File: config.mk
export PLATFORM = sky130hd
export DESIGN_NAME = inst_fetch_queue
export DESIGN_NICKNAME = d
export VERILOG_FILES = /design/src/rtl/inst_fetch_queue.sv
export SDC_FILE = /design/constraint.sdc
export NUM_CORES = 1
export LEC_CHECK = 0
export ABC_AREA = 1
export ABC_CLOCK_PERIOD_IN_PS = 4300
export BUFFER_PORTS_ARGS = -buffer_cell sky130_fd_sc_hd__buf_2
export CELL_PAD_IN_SITES_DETAIL_PLACEMENT = 1
export CELL_PAD_IN_SITES_GLOBAL_PLACEMENT = 2
export CORE_MARGIN = 10
export CORE_UTILIZATION = 36
export DETAILED_ROUTE_END_ITERATION = 10
export GPL_ROUTABILITY_DRIVEN = 0
export PLACE_DENSITY_LB_ADDON = 0.1
export SLEW_MARGIN = 20
export SYNTH_ARGS = -nofsm -noshare
export SYNTH_HDL_FRONTEND = slang
export SYNTH_SLANG_ARGS = --single-unit
File: constraint.sdc
create_clock -name clk -period 4.3 [get_ports clk]
set_clock_uncertainty 0.05 [all_clocks]
set_input_delay 0.43 -clock clk [delete_from_list [all_inputs] [get_ports clk]]
set_output_delay 0.43 -clock clk [all_outputs]
set_load 0.03 [all_outputs]
File: src/rtl/inst_fetch_queue.sv
// Instruction fetch front end: sequential PC generation, one-cycle SRAM response capture, 4-deep {pc,instr} queue.
// Optional misaligned-redirect exception entry enabled with `define FETCH_ALIGN_CHECK_EN.
module inst_fetch_queue #(
   parameter logic [31:0] RESET_PC = 32'hBFC0_0000,
   parameter int          PTR_W    = 2
) (
   input  logic        clk,
   input  logic        resetn,
   output logic        inst_sram_en,
   output logic [3:0]  inst_sram_wen,
   output logic [31:0] inst_sram_addr,
   output logic [31:0] inst_sram_wdata,
   input  logic [31:0] inst_sram_rdata,
   input  logic        redirect_valid,
   input  logic [31:0] redirect_pc,
   output logic        out_valid,
   input  logic        out_ready,
   output logic [31:0] out_pc,
   output logic [31:0] out_instr,
   output logic        out_adel
);

   localparam int DEPTH = 2**PTR_W;

   logic [31:0]      fetch_pc;
   logic [31:0]      req_pc;
   logic             inflight;
   logic [PTR_W:0]   count;
   logic [PTR_W-1:0] rd_ptr;
   logic [PTR_W-1:0] wr_ptr;

   logic [31:0] pc_mem    [DEPTH];
   logic [31:0] instr_mem [DEPTH];

   // Credits cover both queued entries and the response still on its way back.
   logic [PTR_W+1:0] occupancy;
   logic             credit_ok;
   logic             issue;
   logic             resp_push;
   logic             push;
   logic             pop;
   logic [31:0]      push_pc;
   logic [31:0]      push_instr;

   assign occupancy = {1'b0, count} + (PTR_W+2)'(inflight);
   assign credit_ok = (occupancy < (PTR_W+2)'(DEPTH));
   assign resp_push = inflight & ~redirect_valid;

`ifdef FETCH_ALIGN_CHECK_EN
   logic        halted;
   logic        adel_pend;
   logic [31:0] adel_pc;
   logic        adel_push;
   logic        adel_mem [DEPTH];

   assign issue     = resetn & ~redirect_valid & credit_ok & ~halted & ~adel_pend;
   assign adel_push = adel_pend & ~redirect_valid & credit_ok;
   assign push      = resp_push | adel_push;
   assign push_pc    = resp_push ? req_pc : adel_pc;
   assign push_instr = resp_push ? inst_sram_rdata : 32'b0;

   always_ff @(posedge clk) begin
      if (!resetn) begin
         halted    <= 1'b0;
         adel_pend <= 1'b0;
         adel_pc   <= 32'b0;
      end else if (redirect_valid) begin
         halted    <= 1'b0;
         adel_pend <= (redirect_pc[1:0] != 2'b00);
         adel_pc   <= redirect_pc;
      end else if (adel_push) begin
         adel_pend <= 1'b0;
         halted    <= 1'b1;
      end
   end

   always_ff @(posedge clk) begin
      if (push)
         adel_mem[wr_ptr] <= ~resp_push;
   end

   assign out_adel = out_valid & adel_mem[rd_ptr];
`else
   assign issue      = resetn & ~redirect_valid & credit_ok;
   assign push       = resp_push;
   assign push_pc    = req_pc;
   assign push_instr = inst_sram_rdata;
   assign out_adel   = 1'b0;
`endif

   assign out_valid = resetn & (count != '0);
   assign pop       = out_valid & out_ready;

   assign inst_sram_en    = issue;
   assign inst_sram_wen   = 4'b0;
   assign inst_sram_addr  = fetch_pc;
   assign inst_sram_wdata = 32'b0;

   assign out_pc    = out_valid ? pc_mem[rd_ptr]    : 32'b0;
   assign out_instr = out_valid ? instr_mem[rd_ptr] : 32'b0;

   always_ff @(posedge clk) begin
      if (!resetn) begin
         fetch_pc <= RESET_PC;
         req_pc   <= 32'b0;
         inflight <= 1'b0;
      end else if (redirect_valid) begin
`ifdef FETCH_ALIGN_CHECK_EN
         fetch_pc <= redirect_pc;
`else
         fetch_pc <= redirect_pc & 32'hFFFF_FFFC;
`endif
         inflight <= 1'b0;
      end else if (issue) begin
         fetch_pc <= fetch_pc + 32'd4;
         req_pc   <= fetch_pc;
         inflight <= 1'b1;
      end else begin
         inflight <= 1'b0;
      end
   end

   // Redirect flushes the queue even when decode takes the head in that same cycle.
   always_ff @(posedge clk) begin
      if (!resetn || redirect_valid) begin
         count  <= '0;
         rd_ptr <= '0;
         wr_ptr <= '0;
      end else begin
         if (push)
            wr_ptr <= wr_ptr + 1'b1;
         if (pop)
            rd_ptr <= rd_ptr + 1'b1;
         case ({push, pop})
            2'b10:   count <= count + 1'b1;
            2'b01:   count <= count - 1'b1;
            default: count <= count;
         endcase
      end
   end

   always_ff @(posedge clk) begin
      if (push) begin
         pc_mem[wr_ptr]    <= push_pc;
         instr_mem[wr_ptr] <= push_instr;
      end
   end

endmodule

# == Yosys cells after proc, flatten, opt, wreduce, memory -nomap -nowiden ==
# Memories as Yosys holds them, arrays and structs flattened. A register that Yosys moved wholly into a read port is not among the register bits.
# Cells that the tools add are included.
# classes
n_bitwise,7
n_eq_ne,2
n_reduce_logical,7
muxes,12
magnitude_cmp,1
n_addsub,6
# ops
operator,count
$mux 32,4
$add 32x3->32 const B,1
$mux 2,4
$pmux 3 s2,1
$and 1x1->1,5
$add 2x1->2 const B,2
$add 3x1->4,1
$lt 4x3->1 const B,1
$reduce_bool 2->1,2
$add 3x1->3 const B,1
$mux 1,3
$reduce_bool 3->1,1
$sub 3x1->3 const B,1
$eq 2x1->1 const B,1
$eq 2x2->1 const B,1
$not 1->1,2
$reduce_and 2->1,1
$reduce_or 2->1,1
$logic_not 1->1,1
$logic_or 1x1->1,1
# word_totals
output_inout_bits,135
input_bits,68
reg_bits,72
ram_bits,256
n_memories,2
# memory_table
name,words,width,rd,rd_ports_with_merged_regs,wr,line_no,source
instr_mem,4,32,1,1,1,33,logic [31:0] instr_mem [DEPTH];
pc_mem,4,32,1,1,1,32,logic [31:0] pc_mem [DEPTH];

# == Longest topological paths before layout ==
# Gate-level depths: netlist of run 1.
# depth
depth_word,5
mapped_depth,11

# == Worst setup path before layout of run 1 ==
# Ideal clock, no wire load.
# synth_timing
path_kind,input port to flip-flop
start,in redirect_valid
end,"mem instr_mem[0][0], enable pin"
t_required_ps,3768
cell_stages,3
arrival_ps,3208
slack_ps,560
n_path_buf,0
setup_ps,482
cell_sequence,nor2_1 inv_1 nor2_1
# synth_between
elab_chain_len,4
# synth_rtl
element,line_no,source
start: declaration,14,"input logic redirect_valid,"
$not 1->1 (no source line),--,
$and 1x1->1,47,assign resp_push = inflight & ~redirect_valid;
$mux 1,143,if (push) begin
$mux 1 (not written as such),145,instr_mem[wr_ptr] <= push_instr;
end: declaration,33,
# No other way between the ends.

==> results by group, run 1 <==
Status
  – Run status: complete, no violations

Setup path
  – CP Data Arrival Time: approximately 2.6 ns
  – Slowest CP cell: dfxtp_4
  – Slowest cell delay on critical path: 0.81 ns
  – Top delay family on crit path: flip-flops
  – Reg-to-Reg End: count[2]
  – CP max FO: 65
  – CP Cell Sequence: buf_12 > nor2_1 > nor2_1 > o21ai_0 > a21oi_1 > buf_2
  – CP dominant cell by count: nor2_1
  – Setup crit start kind: register
  – CP bufs+invs: 2
  – Worst EP required: approximately 3.8 ns
  – Reg2reg path depth: 11
  – Worst Setup Path Type: reg2out
  – Worst reg2reg setup slack: around 1.7 ns
  – Critical path capture point type: primary output
  – RR Startpoint: count[1]

Placement
  – Port bufs: between 150 and 200
  – Setup WS pre-CTS: between 1 and 1.5 ns
  – DP HPWL: approximately 24,000 um

Power
  – Peak supply drop: 228 uV
  – Pwr Density: around 430 mW/mm^2
  – Static leakage: 5.98 nW

Synth
  – Yosys reg bits: 318
  – Synth Cell Area: between 0.01 and 0.015 sq mm
  – Number of flops mapped to enable cells by yosys: about 250
  – Synth Flop Type: edfxtp_1
  – Yosys cell types: 32
  – Yosys top cell by area: edfxtp_1
  – Ranking of synthesized cells by area: edfxtp_1 (56%), dfxtp_1 (10%), nor2_1 (8.8%), o21ai_0 (6.0%), a21oi_1 (3.9%)
  – Synth top cells by count: nor2_1 (315), edfxtp_1 (248), o21ai_0 (160)
  – Most frequent cell after synthesis: nor2_1
  – Syn_area_per_cell: around 10 sq um
  – Yosys warns: 0
  – Register area share after synthesis: between 60% and 70%
  – Ys async rst share: 0%
  – Synth top area share: approximately 56%
  – Post-Synthesis Cells: 1,298

Timing
  – Fmax: about 320 MHz
  – Post-route clock period utilization: 72.5%
  – Final Setup Violations: 0
  – Setup TNS: 0 ns
  – Fin. Hold Viols: 0
  – Minimum clock period: ~3.1 ns
  – Slew HR: 30.6%
  – Unrepaired setup endpoints after global routing: no
  – Final Hold Slack: approximately 0.07 ns
  – Worst-Margin Slew: 1.04 ns
  – Worst Setup Slack, final: approximately 1.2 ns
  – Max Slew Vio Count: 0

Layout
  – # diodes: 0
  – Layout net count: ~1,500
  – Syn-to-layout area delta: 17.0%
  – Core Util, Final: about 43%
  – Share of layout cells above drive strength 1: between 10% and 20%

Routing
  – DR WL met3: between 1500 and 2000 um
  – DRC viols: 0
  – Initial DRC Count: 440
  – Total number of vias: between 9,000 and 10,000
  – DR vias/cell: 4.87
  – Total Wirelength: ~38,000 um
  – Routed length per instance: 19.5 um
  – DRT antenna net count: 0
  – DR WL met2: 18,200 um
  – DR pass1 iterations: 6
  – Highest metal used: met4
  – M1 WL: roughly 17,000 um

Clock network
  – Post-CTS Setup Inserts: 0
  – CTS buffer count: 37
  – CTS root buffer: clkbuf_16
  – Worst-case clock buffer depth: 3
  – Hold buffers post-CTS: 0
  – CTS tree: built
  – Htree depth: 2
  – Reg clk slew, reported paths: around 0.06 ns
  – Clk sink count: ~320
  – Clock Latency Late Sink: around 0.52 ns
  – PostCTS Resize Cnt: 0

Die
  – Die W: roughly 210 um
  – I/O Pins: around 200
  – Number of cell rows: 70
  – Core area: between 0.03 and 0.04 sq mm
  – Die height: between 200 and 250 um
  – Die area: 0.0453 sq mm
  – Starting Density: between 30 and 40%

Global route
  – GRT overflow: 0
  – Global-route wire length before repair: 57,500 um
  – Antenna violations before repair: 0
  – Gr usage total: around 16%
  – Vias in the first global route: just under 10,000
  – Largest net degree at the start of global routing: approximately 130

Worst hold path
  – Worst hold path type: in2reg
  – Hold Crit Depth: 1
  – WHS Endpoint: instr_mem[1][31]
  – Hold_sp: inst_sram_rdata[31]

Flow run
  – Max cap viols: 0
-- kinds of logic after synthesis --
logic type / after synthesis / synth area share (%)
compound gates: 297 / 11.5
xor+xnor: 10 / 0.655
fa+ha+maj: 7 / 0.711
buf+inv: 178 / 6.37
flops: 318 / 66.2
other cells: 1 / 0.0280
simple gates: 487 / 14.6
-- per-layer routing --
layer / vias up / GRT usage [%]
li1: 4646 / -
met1: 4586 / 20.7
met2: 181 / 28.0
met3: 40 / 3.43
met4: 0 / 3.77
met5: - / 0
-- report_power, final --
group	switching (W)	internal (W)
registers	0.0000606	0.00338
clock network	0.00119	0.00169
logic	0.000283	0.0000985
-- cell usage in the layout (no fill, tap or decap), types with 2 or more instances in the layout --
master        n
nor2_1      311
edfxtp_1    248
o21ai_0     160
buf_2       159
nand2_1     116
a21oi_1     104
dfxtp_1      68
inv_1        64
conb_1       41
clkbuf_16    39
nand3_1      29
a211oi_1     14
buf_4        13
clkbuf_1     11
clkinv_1     10
o21ai_1      10
xor2_1        9
nor2_4        7
nand4_1       6
ha_1          6
nand2_2       5
inv_2         5
nor3_1        5
o211ai_1      4
buf_12        4
clkinv_2      3
nand3_2       3
nor2_2        3
a31oi_1       3
clkinvlp_4    2
clkbuf_8      2
-- worst max path at each step --
stage / start / endpoint / slack (ns) / depth (start not counted)
finish: register / out_pc[18] / 1.18 / 6
global route: register / out_pc[20] / 0.98 / 6
CTS: register / out_pc[18] / 1.09 / 6
detailed placement: resetn / count[2] / 1.35 / 10
global placement: resetn / count[2] / 1.38 / 10
floorplan: redirect_valid / instr_mem[0][0] / 0.56 / 3
-- registers in the layout (all words and copies together) (netlist names), named ones only --
register and count:
inst_sram_addr 30, instr_mem 128, push_pc 30, inflight 1, wr_ptr 2, count 3, rd_ptr 2, pc_mem 120
-- through the flow --
step | total power (W) | cells | cell area, sq um
6_report | 0.00670 | 1941 | 15700
5_1_grt | 0.00696 | 1941 | 15700
4_1_cts | 0.00679 | 1941 | 15700
3_5_place_dp | 0.00389 | 1875 | 14500
3_3_place_gp | 0.00388 | 1875 | 14500
2_1_floorplan | 0.00376 | 1338 | 13500
-- worst reg2reg max path: stages (launching register included) --
cell and delay [ns]:
dfxtp_1 0.35, inv_1 0.08, nand3_1 0.10, nand2_2 0.43, nor2_1 0.40, ha_1 0.20, inv_1 0.07, fa_1 0.38
a21oi_1 0.14, o21ai_0 0.11, xor2_1 0.15, nor2_1 0.05
-- final cells by class --
cell class                 count  area (sq um)
clock buffer                  52          1040
clock inverter                14          67.6
fill                        4127         21000
inverter                      71           268
multi-input combinational    842          3860
sequential                   318          8850
tap                          468           586
timing repair buffer         176           973
No activity file was read; power rests on OpenSTA's default activity.
==> run 2, diff against run 1 <==
- ABC_CLOCK_PERIOD_IN_PS: 4300 -> 2600
- CORE_UTILIZATION: 36 -> 33
- clock period: 4.3 -> 2.6 ns (I/O delays scaled with it)
==> run 2 against run 1 <==
  * Worst hold slack lost 0.031 ns
  * Non-clock buffer count grew 55
  * First-iteration DRC count shrank 13%
  * Sequential cell count is the same
  * Total power grew 67%
  * Register-to-register slack lost 1.1 ns
  * Critical path type unchanged
  * Largest power group unchanged
==> results by group, run 2 (synthesis results as in run 1) <==
Status
  – Run status: complete, no violations

Layout
  – # diodes: 0 (unchanged)
  – Core Util, Final: 41.0% (-1.8 points)
  – Share of layout cells above drive strength 1: 17.1% (+0.20 points)
  – Max FFs per register: 128 (unchanged)
  – Commonest cells after routing, fill and taps aside: nor2_1 (311), edfxtp_1 (248), o21ai_0 (160)
  – Number of fill cells: 4,442 (+7.6%)
  – Register area: 0.00885 sq mm (unchanged)
  – Multi-input logic area: 0.00386 sq mm (unchanged)
  – Register bank with the most flops: instr_mem
  – Layout net count: 1,576 (+3.6%)
  – Top flop regs: instr_mem x128, pc_mem x120
  – Most common cell after layout, fill and taps aside: nor2_1
  – Syn-to-layout area delta: 22.3%

Die
  – Die height: 221 um (+4.0%)
  – Number of cell rows: 73 (+4.3%)
  – I/O Pins: 203 (unchanged)
  – Die area: 0.0490 sq mm (+8.2%)
  – Die W: 221 um (+4.0%)
  – Core area: 0.0399 sq mm (+9.0%)
  – Starting Density: 33.5% (-3.0 points)

Timing
  – Worst-Margin Slew: 0.638 ns (-0.403 ns)
  – Post-route clock period utilization: 91.3%
  – Unrepaired setup endpoints after global routing: no
  – Fin. Hold Viols: 0 (unchanged)
  – Max Slew Vio Count: 0 (unchanged)
  – Setup TNS: 0 ns (unchanged)
  – Final Setup Violations: 0 (unchanged)
  – Fmax: 421 MHz
  – Minimum clock period: 2.37 ns
  – Worst Setup Slack, final: 0.227 ns (-0.956 ns)
  – Slew HR: 57.5% (+27 points)

Global route
  – Global-route wire length before repair: 59,100 um (+2.9%)
  – Gr usage total: 15.1% (-1.2 points)
  – Vias in the first global route: 10,253 (+3.2%)
  – GRT overflow: 0 (unchanged)
  – Largest net degree at the start of global routing: 73 (-42%)
  – Antenna violations before repair: 0 (unchanged)

Clock network
  – Htree depth: 2 (unchanged)
  – Reg clk slew, reported paths: 0.06 ns (about the same)
  – CTS tree: built
  – Clk sink count: 318 (unchanged)
  – CTS root buffer: clkbuf_16
  – Worst-case clock buffer depth: 3 (unchanged)
  – Clock Latency Late Sink: 0.52 ns (about the same)
  – CTS buffer count: 37 (unchanged)

Setup path
  – Worst Setup Path Type: reg2out
  – Slowest CP cell: dfxtp_4
  – CP max FO: 52 (-20%)
  – Worst EP required: 2.29 ns (-1.53 ns)
  – Critical path capture point type: primary output
  – CP Cell Sequence: inv_2 > buf_6 > o21ai_0 > a21oi_1 > buf_2
  – CP Data Arrival Time: 2.06 ns (-0.58 ns)
  – Slowest cell delay on critical path: 0.42 ns (-0.39 ns)
  – Setup crit start kind: register

Routing
  – Total Wirelength: 37,900 um (+0.41%)
  – DR vias/cell: 4.68 (-3.9%)
  – DRT antenna net count: 0 (unchanged)
  – Routed length per instance: 18.5 um (-5.0%)
  – DRC viols: 0 (unchanged)
  – DR pass1 iterations: 4 (-2)
  – Initial DRC Count: 384 (-13%)
  – Total number of vias: 9,603 (+1.6%)

Worst hold path
  – Worst hold path type: in2reg

Power
  – Static leakage: 6.25 nW (+4.5%)
  – Peak supply drop: 352 uV (+55%)
  – Overall power: 0.0112 W (+67%)
  – Pwr Density: 685 mW/mm^2 (+60%)

Placement
  – Port bufs: 159 (unchanged)
  – DP HPWL: 24,200 um (+1.2%)
  – Setup WS pre-CTS: 0.553 ns (-0.798 ns)

Flow run
  – Max cap viols: 0 (unchanged)
-- run 2: changes by cell type in the layout (fill, tap and decap cells not counted), moves of 4 or more --
cell	delta
buf_12	+6
buf_6	+4
clkbuf_1	-5
dlygate4sd3_1	+47
-- run 2: what timing repair did --
item	in CTS	in global routing
endpoints found under the hold margin	143	0
resized for setup	1	4
endpoints found under the setup margin	1	21
hold buffers	47	0
setup buffers	0	1
-- run 2: final cells by class --
cell class,count,share of cell area (%)
clock buffer,45,5.97
sequential,318,54.1
multi-input combinational,842,23.6
inverter,71,1.64
timing repair buffer,231,9.75
tap,525,4.02
clock inverter,19,0.903
-- run 2: layer usage --
metal  up-vias  track usage [%]  share of wire [%]
li1       4763                -                  -
met1      4640             18.8                 45
met2       155             25.9                 49
met3        45             3.43                4.4
met4         0             4.07                1.9
met5         -                0                  0
-- run 2: critical path: cells and delay by family (launching register included) --
| family | cells | cell delay [ns] |
|---|---|---|
| buf+inv | 3 | 0.68 |
| flops | 1 | 0.42 |
| compound gates | 2 | 0.40 |
-- run 2: path summary, 6_finish.rpt --
path	from	endpoint	slack, ns	cells past startpoint
worst max-delay path	register	out_instr[15]	0.23	5
worst min-delay path	redirect_pc[23]	inst_sram_addr[23]	0.04	5
worst max register to register	count[1]	count[2]	0.56	11
worst min register to register	rd_ptr[1]	register	0.42	2
-- run 2: where the power goes --
part / internal, W / total, W / switching [W]
Combinational: 0.000219 / 0.000695 / 0.000476
Clock: 0.00286 / 0.00482 / 0.00196
Sequential: 0.00559 / 0.00569 / 0.000100
-- run 2: through the flow --
step           std cells  area, sq um  hold WS, ns
2_1_floorplan       1338        13500        0.309
3_3_place_gp        1939        14700        0.417
3_5_place_dp        1939        14700        0.418
4_1_cts             2050        16300       0.0102
5_1_grt             2051        16400       0.0445
6_report            2051        16400       0.0379
==> run 3, diff against run 2 <==
- BUFFER_PORTS_ARGS: -buffer_cell sky130_fd_sc_hd__buf_2 -> default
- CORE_UTILIZATION: 33 -> 36
- DONT_BUFFER_PORTS: default -> 1
==> run 3 against run 2 <==
  * Routed wire length rose by 0.35%
  * Clock-buffer cell count rose by 1
  * The run now ends with negative hold slack left
  * Largest cell class unchanged
  * Critical path depth rose by 1
  * Worst hold slack got worse by 0.044 ns
  * Global-route usage rose by 1.6 points
  * Highest routed layer unchanged
  * Combinational power fell by 5.2%
  * Sequential share of layout area fell by 0.59 points
  * Die area fell by 7.6%
  * Total power rose by 0.78%
  * Via count rose by 0.30%
==> results by group, run 3 (synthesis results as in run 1) <==
Status
  – Run status: complete, but fails checks
  – Failing checks: negative hold slack

Clock network
  – CTS tree: built
  – CTS root buffer: clkbuf_16
  – Worst-case clock buffer depth: 3 (unchanged)
  – Htree depth: 2 (unchanged)
  – CTS buffer count: 37 (unchanged)
  – Clk sink count: 318 (unchanged)
  – Reg clk slew, reported paths: 0.06 ns (about the same)
  – Post-CTS Setup Inserts: 0 (unchanged)
  – Clock Latency Late Sink: 0.51 ns (about the same)

Layout
  – Register bank with the most flops: instr_mem
  – Max FFs per register: 128 (unchanged)
  – Number of fill cells: 4,029 (-9.3%)
  – Top flop regs: instr_mem x128, pc_mem x120
  – Core Util, Final: 45.2% (+4.2 points)
  – Syn-to-layout area delta: 23.6%
  – Commonest cells after routing, fill and taps aside: nor2_1 (311), edfxtp_1 (248), o21ai_0 (160)
  – Register area: 0.00885 sq mm (unchanged)
  – Layout net count: 1,535 (-2.6%)
  – # diodes: 0 (unchanged)
  – Most common cell after layout, fill and taps aside: nor2_1
  – Multi-input logic area: 0.00386 sq mm (unchanged)
  – Final instance area: 0.0165 sq mm (+1.1%)
  – Share of layout cells above drive strength 1: 12.1% (-5.0 points)

Timing
  – Max Slew Vio Count: 0 (unchanged)
  – Worst-Margin Slew: 0.728 ns (+0.0908 ns)
  – Final Hold Slack: -0.00656 ns (-0.0444 ns)
  – Fmax: 415 MHz (-1.6%)
  – Post-route clock period utilization: 92.7% (+1.4 points)
  – Fin. Hold Viols: 1 (+1)
  – Final Setup Violations: 0 (unchanged)
  – Slew HR: 51.1% (-6.4 points)
  – Setup TNS: 0 ns (unchanged)
  – Minimum clock period: 2.41 ns (+0.0375 ns)
  – Worst Setup Slack, final: 0.189 ns (-0.0375 ns)
  – Unrepaired setup endpoints after global routing: no

Routing
  – Total Wirelength: 38,100 um (+0.35%)
  – DR vias/cell: 4.94 (+5.5%)
  – Routed length per instance: 19.5 um (+5.5%)
  – Total number of vias: 9,632 (+0.30%)
  – DRC viols: 0 (unchanged)
  – DR pass1 iterations: 4 (unchanged)
  – DRT antenna net count: 0 (unchanged)
  – Initial DRC Count: 432 (+13%)

Global route
  – Vias in the first global route: 10,323 (+0.68%)
  – Global-route wire length before repair: 58,900 um (-0.36%)
  – Gr usage total: 16.7% (+1.6 points)
  – Grt met3 use: 4.30% (+0.87 points)
  – GRT overflow: 0 (unchanged)
  – Largest net degree at the start of global routing: 83 (+14%)
  – Met2 Track Usage GR: 29.5% (+3.6 points)
  – Met1 global-route usage: 20.1% (+1.2 points)
  – GR peak layer: met2
  – Antenna violations before repair: 0 (unchanged)

Setup path
  – Slowest CP cell: dfxtp_4
  – Worst reg2reg setup slack: 0.29 ns (-0.27 ns)
  – Worst EP required: 2.29 ns (about the same)
  – RR Startpoint: inst_sram_addr[11]
  – Worst Setup Path Type: reg2out
  – Setup crit start kind: register
  – Slowest cell delay on critical path: 0.46 ns (+0.04 ns)
  – CP Data Arrival Time: 2.10 ns (+0.04 ns)
  – Reg-to-Reg End: inst_sram_addr[14]
  – CP Cell Sequence: buf_4 > nor2_1 > nor2_1 > o21ai_0 > a21oi_1 > buf_4
  – Critical path capture point type: primary output
  – Reg2reg path depth: 9 (-2)
  – CP max FO: 24 (-54%)

Die
  – Die W: 213 um (-3.9%)
  – Number of cell rows: 70 (-4.1%)
  – I/O Pins: 203 (unchanged)
  – Starting Density: 36.5% (+3.0 points)
  – Core area: 0.0366 sq mm (-8.3%)
  – Die area: 0.0453 sq mm (-7.6%)
  – Die height: 213 um (-3.9%)

Power
  – Static leakage: 6.09 nW (-2.5%)
  – Pwr Density: 683 mW/mm^2 (-0.33%)
  – Peak supply drop: 405 uV (+15%)

Worst hold path
  – WHS Endpoint: inst_sram_addr[7]
  – Hold_sp: redirect_valid
  – Hold Crit Depth: 4 (-1)
  – Worst hold path type: in2reg

Placement
  – DP HPWL: 23,900 um (-0.98%)
  – Placed Area: 0.0145 sq mm (-1.6%)
  – Setup WS pre-CTS: 0.483 ns (-0.0703 ns)
  – Port bufs: 0 (-100%)

Flow run
  – Max cap viols: 0 (unchanged)
[run 3: area by class of cell]
class                           count  share of cell area [%]
Clock buffer                       46                    6.11
Clock inverter                     15                   0.794
Inverter                           71                    1.61
Multi-Input combinational cell    842                    23.3
Sequential cell                   318                    53.5
Tap cell                          468                    3.54
Timing Repair Buffer              190                    11.1
[run 3: worst max-delay path by stage]
stage / slack, ns / depth (start not counted) / start / endpoint
4_1_cts: 0.02 / 11 / resetn / inst_sram_addr[14]
3_5_place_dp: 0.48 / 11 / count[0] / count[2]
2_1_floorplan: -0.07 / 4 / wr_ptr[0] / instr_mem[2][0]
3_3_place_gp: 0.54 / 10 / inflight / count[2]
6_report: 0.19 / 6 / register / out_pc[20]
5_1_grt: 0.05 / 5 / register / out_pc[18]
[run 3: what timing repair did]
action / 4_1_cts / 5_1_grt
hold buffers: 89 / 0
setup endpoints to repair: 0 / 12
endpoints found under the hold margin: 176 / 0
resized for setup: 0 / 2
[run 3: metrics by stage]
step | total power, W | instances | hold slack (ns)
finish | 0.0113 | 1950 | -0.00656
CTS | 0.0114 | 1950 | 0.000573
detailed placement | 0.00635 | 1800 | 0.309
global placement | 0.00634 | 1800 | 0.309
floorplan | 0.00622 | 1338 | 0.309
global route | 0.0118 | 1950 | 0.0166
[run 3: power by group]
part           internal [W]  switching, W
clock               0.00294       0.00197
combinational      0.000232      0.000427
sequential          0.00559      0.000134
total               0.00876       0.00254
[run 3: worst max-delay path, delay by kind of cell (launching register included)]
family	cells	cell delay, ns
AOI/OAI and AO/OA	2	0.38
buffers and inverters	2	0.55
DFF	1	0.46
and+or+nand+nor	2	0.18
[run 3: per-layer routing]
metal	vias to the layer above	share of wire [%]
met3	41	5.4
met5	-	0
li1	4682	-
met1	4739	43
met4	0	1.5
met2	170	50
